## src/rtl/msg_link_pkg.sv

```systemverilog
// msg_link_pkg: shared defaults and helpers for the msg_link message channel.
//   DEF_WIDTH / DEF_DEPTH / DEF_SEQ_W : default payload width, buffer depth,
//                                       sequence-number width.
//   cnt_w(depth)                      : width of an occupancy count able to
//                                       hold 0..depth inclusive.
package msg_link_pkg;

  localparam int DEF_WIDTH = 32;
  localparam int DEF_DEPTH = 4;
  localparam int DEF_SEQ_W = 8;

  function automatic int cnt_w(input int depth);
    return $clog2(depth) + 1;
  endfunction

endpackage

```

## src/rtl/msg_fifo.sv

```systemverilog
// msg_fifo: one direction of the message link. First-word-fall-through
// buffer that tags each accepted payload with a wrapping sequence number.
// Ports:
//   clk, reset        : clock, synchronous active-high reset
//   in_send, in_msg   : producer offers a payload
//   in_ready          : buffer has room (registered occupancy < DEPTH)
//   in_overflow       : sticky, producer sent while in_ready was 0
//   out_valid         : head message presented
//   out_msg, out_seq  : head payload and sequence tag (0 when empty)
//   out_ack           : consumer pops the head
//   count             : current occupancy
module msg_fifo
  import msg_link_pkg::*;
#(
  parameter int WIDTH = DEF_WIDTH,
  parameter int DEPTH = DEF_DEPTH,
  parameter int SEQ_W = DEF_SEQ_W,
  parameter int CNT_W = cnt_w(DEPTH)
) (
  input  logic             clk,
  input  logic             reset,
  input  logic             in_send,
  input  logic [WIDTH-1:0] in_msg,
  output logic             in_ready,
  output logic             in_overflow,
  output logic             out_valid,
  output logic [WIDTH-1:0] out_msg,
  output logic [SEQ_W-1:0] out_seq,
  input  logic             out_ack,
  output logic [CNT_W-1:0] count
);

  localparam int PTR_W = $clog2(DEPTH);
  localparam logic [CNT_W-1:0] FULL_CNT = CNT_W'(DEPTH);

  // Storage carries no reset; only the control state below is cleared.
  logic [WIDTH-1:0] data_mem_q [DEPTH];
  logic [SEQ_W-1:0] seq_mem_q  [DEPTH];

  logic [PTR_W-1:0] wr_ptr_q, wr_ptr_d;
  logic [PTR_W-1:0] rd_ptr_q, rd_ptr_d;
  logic [CNT_W-1:0] count_q, count_d;
  logic [SEQ_W-1:0] seq_q, seq_d;
  logic             ovf_q, ovf_d;
  logic             full, push, pop;

  always_comb begin
    // Fullness looks only at registered occupancy, so a same-cycle pop
    // never frees room for a send.
    full     = (count_q == FULL_CNT);
    push     = in_send && !full;
    pop      = out_ack && (count_q != '0);
    wr_ptr_d = wr_ptr_q;
    rd_ptr_d = rd_ptr_q;
    seq_d    = seq_q;
    if (push) begin
      wr_ptr_d = wr_ptr_q + PTR_W'(1);
      seq_d    = seq_q + SEQ_W'(1);
    end
    if (pop) begin
      rd_ptr_d = rd_ptr_q + PTR_W'(1);
    end
    count_d = count_q + CNT_W'(push) - CNT_W'(pop);
    ovf_d   = ovf_q | (in_send & full);
  end

  always_ff @(posedge clk) begin
    if (reset) begin
      wr_ptr_q <= '0;
      rd_ptr_q <= '0;
      count_q  <= '0;
      seq_q    <= '0;
      ovf_q    <= 1'b0;
    end else begin
      wr_ptr_q <= wr_ptr_d;
      rd_ptr_q <= rd_ptr_d;
      count_q  <= count_d;
      seq_q    <= seq_d;
      ovf_q    <= ovf_d;
    end
  end

  always_ff @(posedge clk) begin
    if (push && !reset) begin
      data_mem_q[wr_ptr_q] <= in_msg;
      seq_mem_q[wr_ptr_q]  <= seq_q;
    end
  end

  assign in_ready    = !full;
  assign in_overflow = ovf_q;
  assign out_valid   = (count_q != '0);
  assign out_msg     = out_valid ? data_mem_q[rd_ptr_q] : '0;
  assign out_seq     = out_valid ? seq_mem_q[rd_ptr_q] : '0;
  assign count       = count_q;

endmodule

```

## src/rtl/msg_link.sv

```systemverilog
// msg_link: bidirectional message link between machines A and B, built from
// two independent msg_fifo instances (A->B and B->A).
// Ports:
//   clk, reset                               : clock, sync active-high reset
//   a_send, a_msg, a_ready, a_overflow       : A's producer side (to B)
//   b_valid, b_msg, b_seq, b_ack             : B's consumer side (from A)
//   b_send, b_msg_in, b_ready, b_overflow    : B's producer side (to A)
//   a_valid, a_msg_out, a_seq, a_ack         : A's consumer side (from B)
//   ab_count, ba_count                       : occupancy of each buffer
module msg_link
  import msg_link_pkg::*;
#(
  parameter int WIDTH = DEF_WIDTH,
  parameter int DEPTH = DEF_DEPTH,
  parameter int SEQ_W = DEF_SEQ_W
) (
  input  logic                      clk,
  input  logic                      reset,
  input  logic                      a_send,
  input  logic [WIDTH-1:0]          a_msg,
  output logic                      a_ready,
  output logic                      a_overflow,
  output logic                      b_valid,
  output logic [WIDTH-1:0]          b_msg,
  output logic [SEQ_W-1:0]          b_seq,
  input  logic                      b_ack,
  input  logic                      b_send,
  input  logic [WIDTH-1:0]          b_msg_in,
  output logic                      b_ready,
  output logic                      b_overflow,
  output logic                      a_valid,
  output logic [WIDTH-1:0]          a_msg_out,
  output logic [SEQ_W-1:0]          a_seq,
  input  logic                      a_ack,
  output logic [cnt_w(DEPTH)-1:0]   ab_count,
  output logic [cnt_w(DEPTH)-1:0]   ba_count
);

  msg_fifo #(.WIDTH(WIDTH), .DEPTH(DEPTH), .SEQ_W(SEQ_W)) u_ab (
    .clk        (clk),
    .reset      (reset),
    .in_send    (a_send),
    .in_msg     (a_msg),
    .in_ready   (a_ready),
    .in_overflow(a_overflow),
    .out_valid  (b_valid),
    .out_msg    (b_msg),
    .out_seq    (b_seq),
    .out_ack    (b_ack),
    .count      (ab_count)
  );

  msg_fifo #(.WIDTH(WIDTH), .DEPTH(DEPTH), .SEQ_W(SEQ_W)) u_ba (
    .clk        (clk),
    .reset      (reset),
    .in_send    (b_send),
    .in_msg     (b_msg_in),
    .in_ready   (b_ready),
    .in_overflow(b_overflow),
    .out_valid  (a_valid),
    .out_msg    (a_msg_out),
    .out_seq    (a_seq),
    .out_ack    (a_ack),
    .count      (ba_count)
  );

endmodule

```

## config.mk

```make
export PLATFORM = sky130hd
export DESIGN_NAME = msg_link
export DESIGN_NICKNAME = d
export VERILOG_FILES = /design/src/rtl/msg_link_pkg.sv /design/src/rtl/msg_fifo.sv /design/src/rtl/msg_link.sv
export SDC_FILE = /design/constraint.sdc
export NUM_CORES = 1
export LEC_CHECK = 0
export CAP_MARGIN = 20
export CORE_ASPECT_RATIO = 1.1
export CORE_MARGIN = 3
export CORE_UTILIZATION = 25
export CTS_BUF_LIST = sky130_fd_sc_hd__clkbuf_8
export CTS_CLUSTER_DIAMETER = 30
export DETAILED_ROUTE_END_ITERATION = 8
export GPL_ROUTABILITY_DRIVEN = 0
export PLACE_DENSITY = 0.4
export SLEW_MARGIN = 10
export SYNTH_ARGS = -nofsm -noshare
export SYNTH_HDL_FRONTEND = slang
export SYNTH_SLANG_ARGS = --single-unit
```

## constraint.sdc

```tcl
create_clock -name clk -period 4.71 [get_ports clk]
set_input_delay 0.7065 -clock clk [delete_from_list [all_inputs] [get_ports clk]]
set_output_delay 0.7065 -clock clk [all_outputs]
set_load 0.02 [all_outputs]
```

# After elaboration in Yosys (flattened, before gate mapping)
# Memory sizes are Yosys's and may differ from the RTL's. A register that Yosys moved wholly into a read port is not among the register bits.
# Index checks and enable logic that the tools add are counted.
# totals
ff_bits	32
latchBits	0
ram_bits	320
mem_bits_ro	0
input_bits	70
out_inout_bits	92
wordCells	57
memories	4
# classes
add_sub_neg	10
n_mul	0
div_mod_pow	0
order_cmp	0
n_eq_ne	2
shift	0
mux	16
n_bitwise	4
n_reduce_logical	11
# memory_table
name	depth	word_bits	read_ports	rd_clocked_by_memory_dff	write_ports	line_no	source
u_ab.data_mem_q	4	32	1	1	1	msg_fifo.sv:37	logic [WIDTH-1:0] data_mem_q [DEPTH];
u_ba.data_mem_q	4	32	1	1	1	msg_fifo.sv:37	
u_ab.seq_mem_q	4	8	1	1	1	msg_fifo.sv:38	logic [SEQ_W-1:0] seq_mem_q [DEPTH];
u_ba.seq_mem_q	4	8	1	1	1	msg_fifo.sv:38	
# op_table
op	count
$mux W32	2
$add A8 B1 Y8 const B	2
$mux W2	8
$mux W8	2
$add A2 B1 Y2 const B	4
$add A3 B1 Y3	2
$eq A3 B3 Y1 const B	2
$logic_and A1 B1 Y1	6
$reduce_bool A3 Y1	2
$sub A3 B1 Y3	2
$mux W1	4
$logic_not A1 Y1	3
$and A1 B1 Y1	2
$or A1 B1 Y1	2

# Depth between registers and ports, before layout
# depth
depth_word	6
ltp_mapped	9

# By module
# Synthesis repeated with hierarchy kept, for this count alone.
# hier_totals
hier_cells	700
area_unflattened_um2	13862.0
# modules_own_cells
module	n_inst	cells_each	area_per_inst_um2	seq_area_each_um2
msg_fifo (u_ab)	1	350	6934.2	5165.0
msg_fifo (u_ba)	1	350	6927.9	5165.0

# Worst setup path before layout
# Ideal clock, no wire load.
# synth_timing
path_kind	register to register
from	register u_ab.count_q[1], in the netlist u_ab.count[1]
to	memory u_ab.data_mem_q[0][0] (netlist bit) (enable)
setup_time_ps	495
arrival_ps	4057
required_ps	4215
slack_ps	157
path_stages_with_launch	5
path_buffers	0
period_less_slack_ps	4553
cell_sequence	dfxtp_1 nor3b_4 inv_1 nand2_1 nor3b_1
# synth_between
elab_chain_cells	6
# synth_rtl
item	line_no	source
start, declared	msg_fifo.sv:42	logic [CNT_W-1:0] count_q, count_d;
start signal, assigned	msg_fifo.sv:77	count_q <= count_d;
$eq A3 B3 Y1	msg_fifo.sv:50	full = (count_q == FULL_CNT);
$logic_not A1 Y1	-	
net a_ready	msg_link.sv:21	output logic a_ready,
$logic_and A1 B1 Y1	msg_fifo.sv:51	push = in_send && !full;
$logic_and A1 B1 Y1	msg_fifo.sv:84	if (push && !reset) begin
$mux W1	msg_fifo.sv:84	
$mux W1 (implied by the code)	msg_fifo.sv:85	data_mem_q[wr_ptr_q] <= in_msg;
end, declared	msg_fifo.sv:37	
# The timed path passes the listed nets, and every way through them passes these cells.

==> impl_summary.txt <==
----------------------------------------------------
[Status]
  Status ... completed

[Pwr]
  Max VDD drop ... 0.000332 V
  Sw Ratio ... 29.5%
  Total power density per cell area ... approximately 590 nW/um2
  Post-layout power ... ~11000 uW
  Design internal power ... between 7000 and 8000 uW
  Comb pwr share ... approximately a quarter
  Sw power ... 3180 uW
  Leak Pwr ... 0.00597 uW
  Clock share of power ... 37.8%
  Flop pwr share ... 36.2%

[Layout]
  Sequential cell area ... just over 10000 um2
  Share of layout cells above drive strength 1 ... 25.9%
  P&R area growth vs syn ... 32.9%
  Filler cells ... 5309
  Nets ... 1033
  Final standard cell area without fillers ... 18400 um2
  Non-filler instance count after layout ... 1752
  Total area of multi-input combinational cells ... 3290 um2

[Critical path]
  Start-to-end type of the worst setup path ... reg2out
  Worst-case register-to-register setup slack ... 2.19 ns
  Cell type of the slowest stage on the worst timing path ... sky130_fd_sc_hd__dfxtp_2
  Setup crit start kind ... flop
  Cell Chain, Critical Path ... buf_4 > mux4_2 > nor2b_1 > clkdlybuf4s50_1
  Arr. time, crit path ... 2.99 ns
  Top fanout value on the critical path ... 17
  Crit path capture ... b_msg[21]
  Critical path's top delay family ... buffers and inverters
  Critical path depth in cells ... 4
  Element type at the critical path end ... output port
  Critical register-to-register path endpoint ... u_ab.count[2]$_SDFF_PP0_
  Worst path buffer plus inverter count ... 2
  Req. time, crit path ... 4.00 ns
  Max incr delay on CP ... 0.81 ns
  Logic depth of the worst register-to-register path ... 10
  Worst reg2reg path startpoint ... u_ab.count[2]$_SDFF_PP0_

[Route]
  Drc violations ... 0
  Per-cell routed wire length ... 18.2 um
  Drt first pass iters ... 5
  Vias ... 7333
  Starting DRC count in detailed routing ... between 300 and 400
  Antenna-violating nets left ... 0
  Routed via count divided by cell count ... 4.19
  Final WL ... approximately 32 mm

[STA]
  Shortest period the worst path allows ... 3.70 ns
  Pin slew with the least headroom to its limit ... 0.891 ns
  Clock Skews ... 0.0214 ns
  Headroom to the max-slew limit ... 40.6%
  Setup repair after global routing missed its margin ... no
  Count of endpoints failing hold in the final timing report ... 0
  Count of final setup violators ... 0
  Final worst-path cycle share ... 78.5%
  Final-layout setup total negative slack ... 0 ns
  Maximum frequency from static timing analysis ... ~270 MHz
  Final Slew Violations ... 0
  Worst hold slack across all endpoints ... 0.470 ns

[Clocking]
  CTS Hold Bufs ... 0
  CTS Buffer Depth ... 3
  Number of cells upsized or downsized after cts ... 0
  CTS tree ... built
  Total clock sinks ... 356
  Clock H-tree levels ... 3
  Root buffer cell ... sky130_fd_sc_hd__clkbuf_8
  Clock network latency to the later pin of the worst-skew pair ... 0.63 ns
  Setup Buffers After CTS ... 0
  Clock buffer count from CTS ... 91
  Clock-pin slew on the worst setup and hold paths ... 0.05 ns

[Die]
  Ports ... 162
  Placement row count ... 89
  Starting density of the core ... 25.5%
  Core outline area ... about 54000 um2
  Width of the die ... 230 um
  Chip height ... 253 um
  Die ar. ... 58300 um2

[Place]
  Number of I/O port buffers ... around 160
  Post-detailed-placement half-perimeter wirelength ... 18.4 mm
  Placed cell count ... 1582
  Area after detailed placement ... ~16000 um2

[Synthesis]
  Post-Syn Instances ... 706
  Library cells used by synthesis ... 32
  Share of flip-flops with an asynchronous set or reset after synthesis ... 0%
  Leading area contributor after synthesis ... sky130_fd_sc_hd__edfxtp_1
  Number of synthesized flops with an enable pin ... 320
  Post-synthesis sequential area ratio ... 74.6%
  Synth area leaders ... sky130_fd_sc_hd__edfxtp_1 69%, sky130_fd_sc_hd__mux4_2 13%, sky130_fd_sc_hd__dfxtp_1 5.2%, sky130_fd_sc_hd__nor2b_1 4.0%, sky130_fd_sc_hd__ha_1 1.3%
  Flop and latch count out of synthesis ... around 360
  Yosys warning count ... 0
  Post-synthesis instance area ... 13800 um2
  Average size of a mapped cell ... 19.6 um2
  Net Count, Synth ... approximately 790
  Yosys top cell area share ... 69.4%
  Most used flip-flop cell after synthesis ... sky130_fd_sc_hd__edfxtp_1

[Job]
  Max-Cap Viols ... 0

[GRT]
  First-pass GRT wire length ... 48.9 mm
  Initial antenna violation count ... 1
  Overall global routing resource usage ... ~11%
  Vias in the first global route ... 8191
  Maximum number of pins on one net before global-route repair ... 42
  Grt total ovfl ... 0

[Min path]
  Hold Crit Class ... reg2reg

----------------------------------------------------
==> flip-flops by register name (all words and copies together), names as in the netlist, named ones only <==
signal            count
u_ab.data_mem_q     128
u_ba.data_mem_q     128
u_ab.seq_mem_q       32
u_ba.seq_mem_q       32
u_ab.seq_q            8
u_ba.seq_q            8
u_ab.count            3
u_ba.count            3
u_ab.rd_ptr_q         2
u_ab.wr_ptr_q         2
u_ba.rd_ptr_q         2
u_ba.wr_ptr_q         2
u_ab.in_overflow      1
u_ba.in_overflow      1
==> placed cells by master, fill, tap and decap left out, types with 6 or more instances in the layout <==
cell	n
sky130_fd_sc_hd__inv_1	33
sky130_fd_sc_hd__clkinv_2	17
sky130_fd_sc_hd__clkinvlp_4	10
sky130_fd_sc_hd__clkdlybuf4s50_1	160
sky130_fd_sc_hd__nand3_1	14
sky130_fd_sc_hd__o21ai_0	9
sky130_fd_sc_hd__nor2_1	14
sky130_fd_sc_hd__clkbuf_8	93
sky130_fd_sc_hd__bufinv_16	12
sky130_fd_sc_hd__clkinv_4	6
sky130_fd_sc_hd__buf_4	21
sky130_fd_sc_hd__nor2b_1	88
sky130_fd_sc_hd__or4_1	7
sky130_fd_sc_hd__dfxtp_1	32
sky130_fd_sc_hd__a21oi_1	18
sky130_fd_sc_hd__o31ai_1	9
sky130_fd_sc_hd__ha_1	14
sky130_fd_sc_hd__mux4_2	80
sky130_fd_sc_hd__nor3b_2	9
sky130_fd_sc_hd__edfxtp_1	320
sky130_fd_sc_hd__clkinv_1	14
==> worst reg2reg max path, stage by stage (launching register included) <==
cell	delay, ns
sky130_fd_sc_hd__dfxtp_1	0.45
sky130_fd_sc_hd__nor3b_4	0.24
sky130_fd_sc_hd__buf_4	0.22
sky130_fd_sc_hd__inv_1	0.16
sky130_fd_sc_hd__nand2_1	0.25
sky130_fd_sc_hd__inv_1	0.10
sky130_fd_sc_hd__ha_1	0.22
sky130_fd_sc_hd__fa_1	0.38
sky130_fd_sc_hd__xnor2_1	0.18
sky130_fd_sc_hd__xnor2_1	0.14
sky130_fd_sc_hd__nor2_1	0.05
==> metal layers <==
layer	GRT usage [%]	part of all wire (%)	vias to the layer above
met3	3.53	6.3	54
li1	-	-	3312
met2	18.5	49	207
met4	4.63	2.2	0
met5	0	0	-
met1	13.3	43	3760
==> stage by stage <==
| step | setup slack, ns | utilization (%) |
|---|---|---|
| final | 1.01 | 33.9 |
| after global placement | 1.55 | 30.3 |
| after floorplan | 0.157 | - |
| after global routing | 0.737 | 33.9 |
| after CTS | 0.799 | 33.9 |
| after detailed placement | 1.52 | 30.3 |
==> worst min path at each step <==
stage / endpoint / cells past startpoint / startpoint
2_1_floorplan: u_ba.seq_mem_q[0][7]$_DFFE_PP_ / 0 / u_ba.seq_q[7]$_SDFFE_PP0P_
3_3_place_gp: u_ab.in_overflow$_SDFF_PP0_ / 2 / u_ab.in_overflow$_SDFF_PP0_
3_5_place_dp: u_ab.in_overflow$_SDFF_PP0_ / 2 / u_ab.in_overflow$_SDFF_PP0_
4_1_cts: u_ab.in_overflow$_SDFF_PP0_ / 2 / u_ab.in_overflow$_SDFF_PP0_
5_1_grt: u_ba.count[2]$_SDFF_PP0_ / 2 / reset
6_report: u_ab.in_overflow$_SDFF_PP0_ / 2 / u_ab.in_overflow$_SDFF_PP0_
==> power by group through the flow <==
stage               clock network [uW]  registers, uW  logic (uW)
detailed placement                   0           3980        2870
CTS                               4220           3920        2890
global placement                     0           3980        2890
global route                      4390           3950        3030
floorplan                            0           3810        1750
finish                            4070           3900        2800
==> cell type report <==
| class | instances | share of cell area (%) |
|---|---|---|
| tap | 728 | 4.95 |
| antenna | 2 | 0.0272 |
| inverter | 22 | 0.449 |
| multi-input combinational | 293 | 17.9 |
| clock buffer | 93 | 6.96 |
| clock inverter | 75 | 3.85 |
| timing repair buffer | 183 | 9.70 |
| sequential | 356 | 56.2 |
==> logic make-up after synthesis <==
logic type / synth area share, %
muxes: 13.3
DFF: 74.6
AOI/OAI and AO/OA: 1.59
xor gates and xnor gates: 0.506
buffers and inverters: 1.98
and+or+nand+nor: 6.43
adders and majority gates: 1.55
==> synthesized netlist by cell type (7+ instances only) <==
cell                       number
sky130_fd_sc_hd__a21oi_1       18
sky130_fd_sc_hd__buf_1         10
sky130_fd_sc_hd__buf_4          7
sky130_fd_sc_hd__clkbuf_1      11
sky130_fd_sc_hd__dfxtp_1       36
sky130_fd_sc_hd__edfxtp_1     320
sky130_fd_sc_hd__ha_1          14
sky130_fd_sc_hd__inv_1         21
sky130_fd_sc_hd__mux4_2        80
sky130_fd_sc_hd__nand3_1       14
sky130_fd_sc_hd__nor2_1        14
sky130_fd_sc_hd__nor2b_1       88
sky130_fd_sc_hd__nor3b_1        8
sky130_fd_sc_hd__o21ai_0        9
sky130_fd_sc_hd__o31ai_1        9
sky130_fd_sc_hd__or4_1          7
Power figures use the tool's default switching activity.
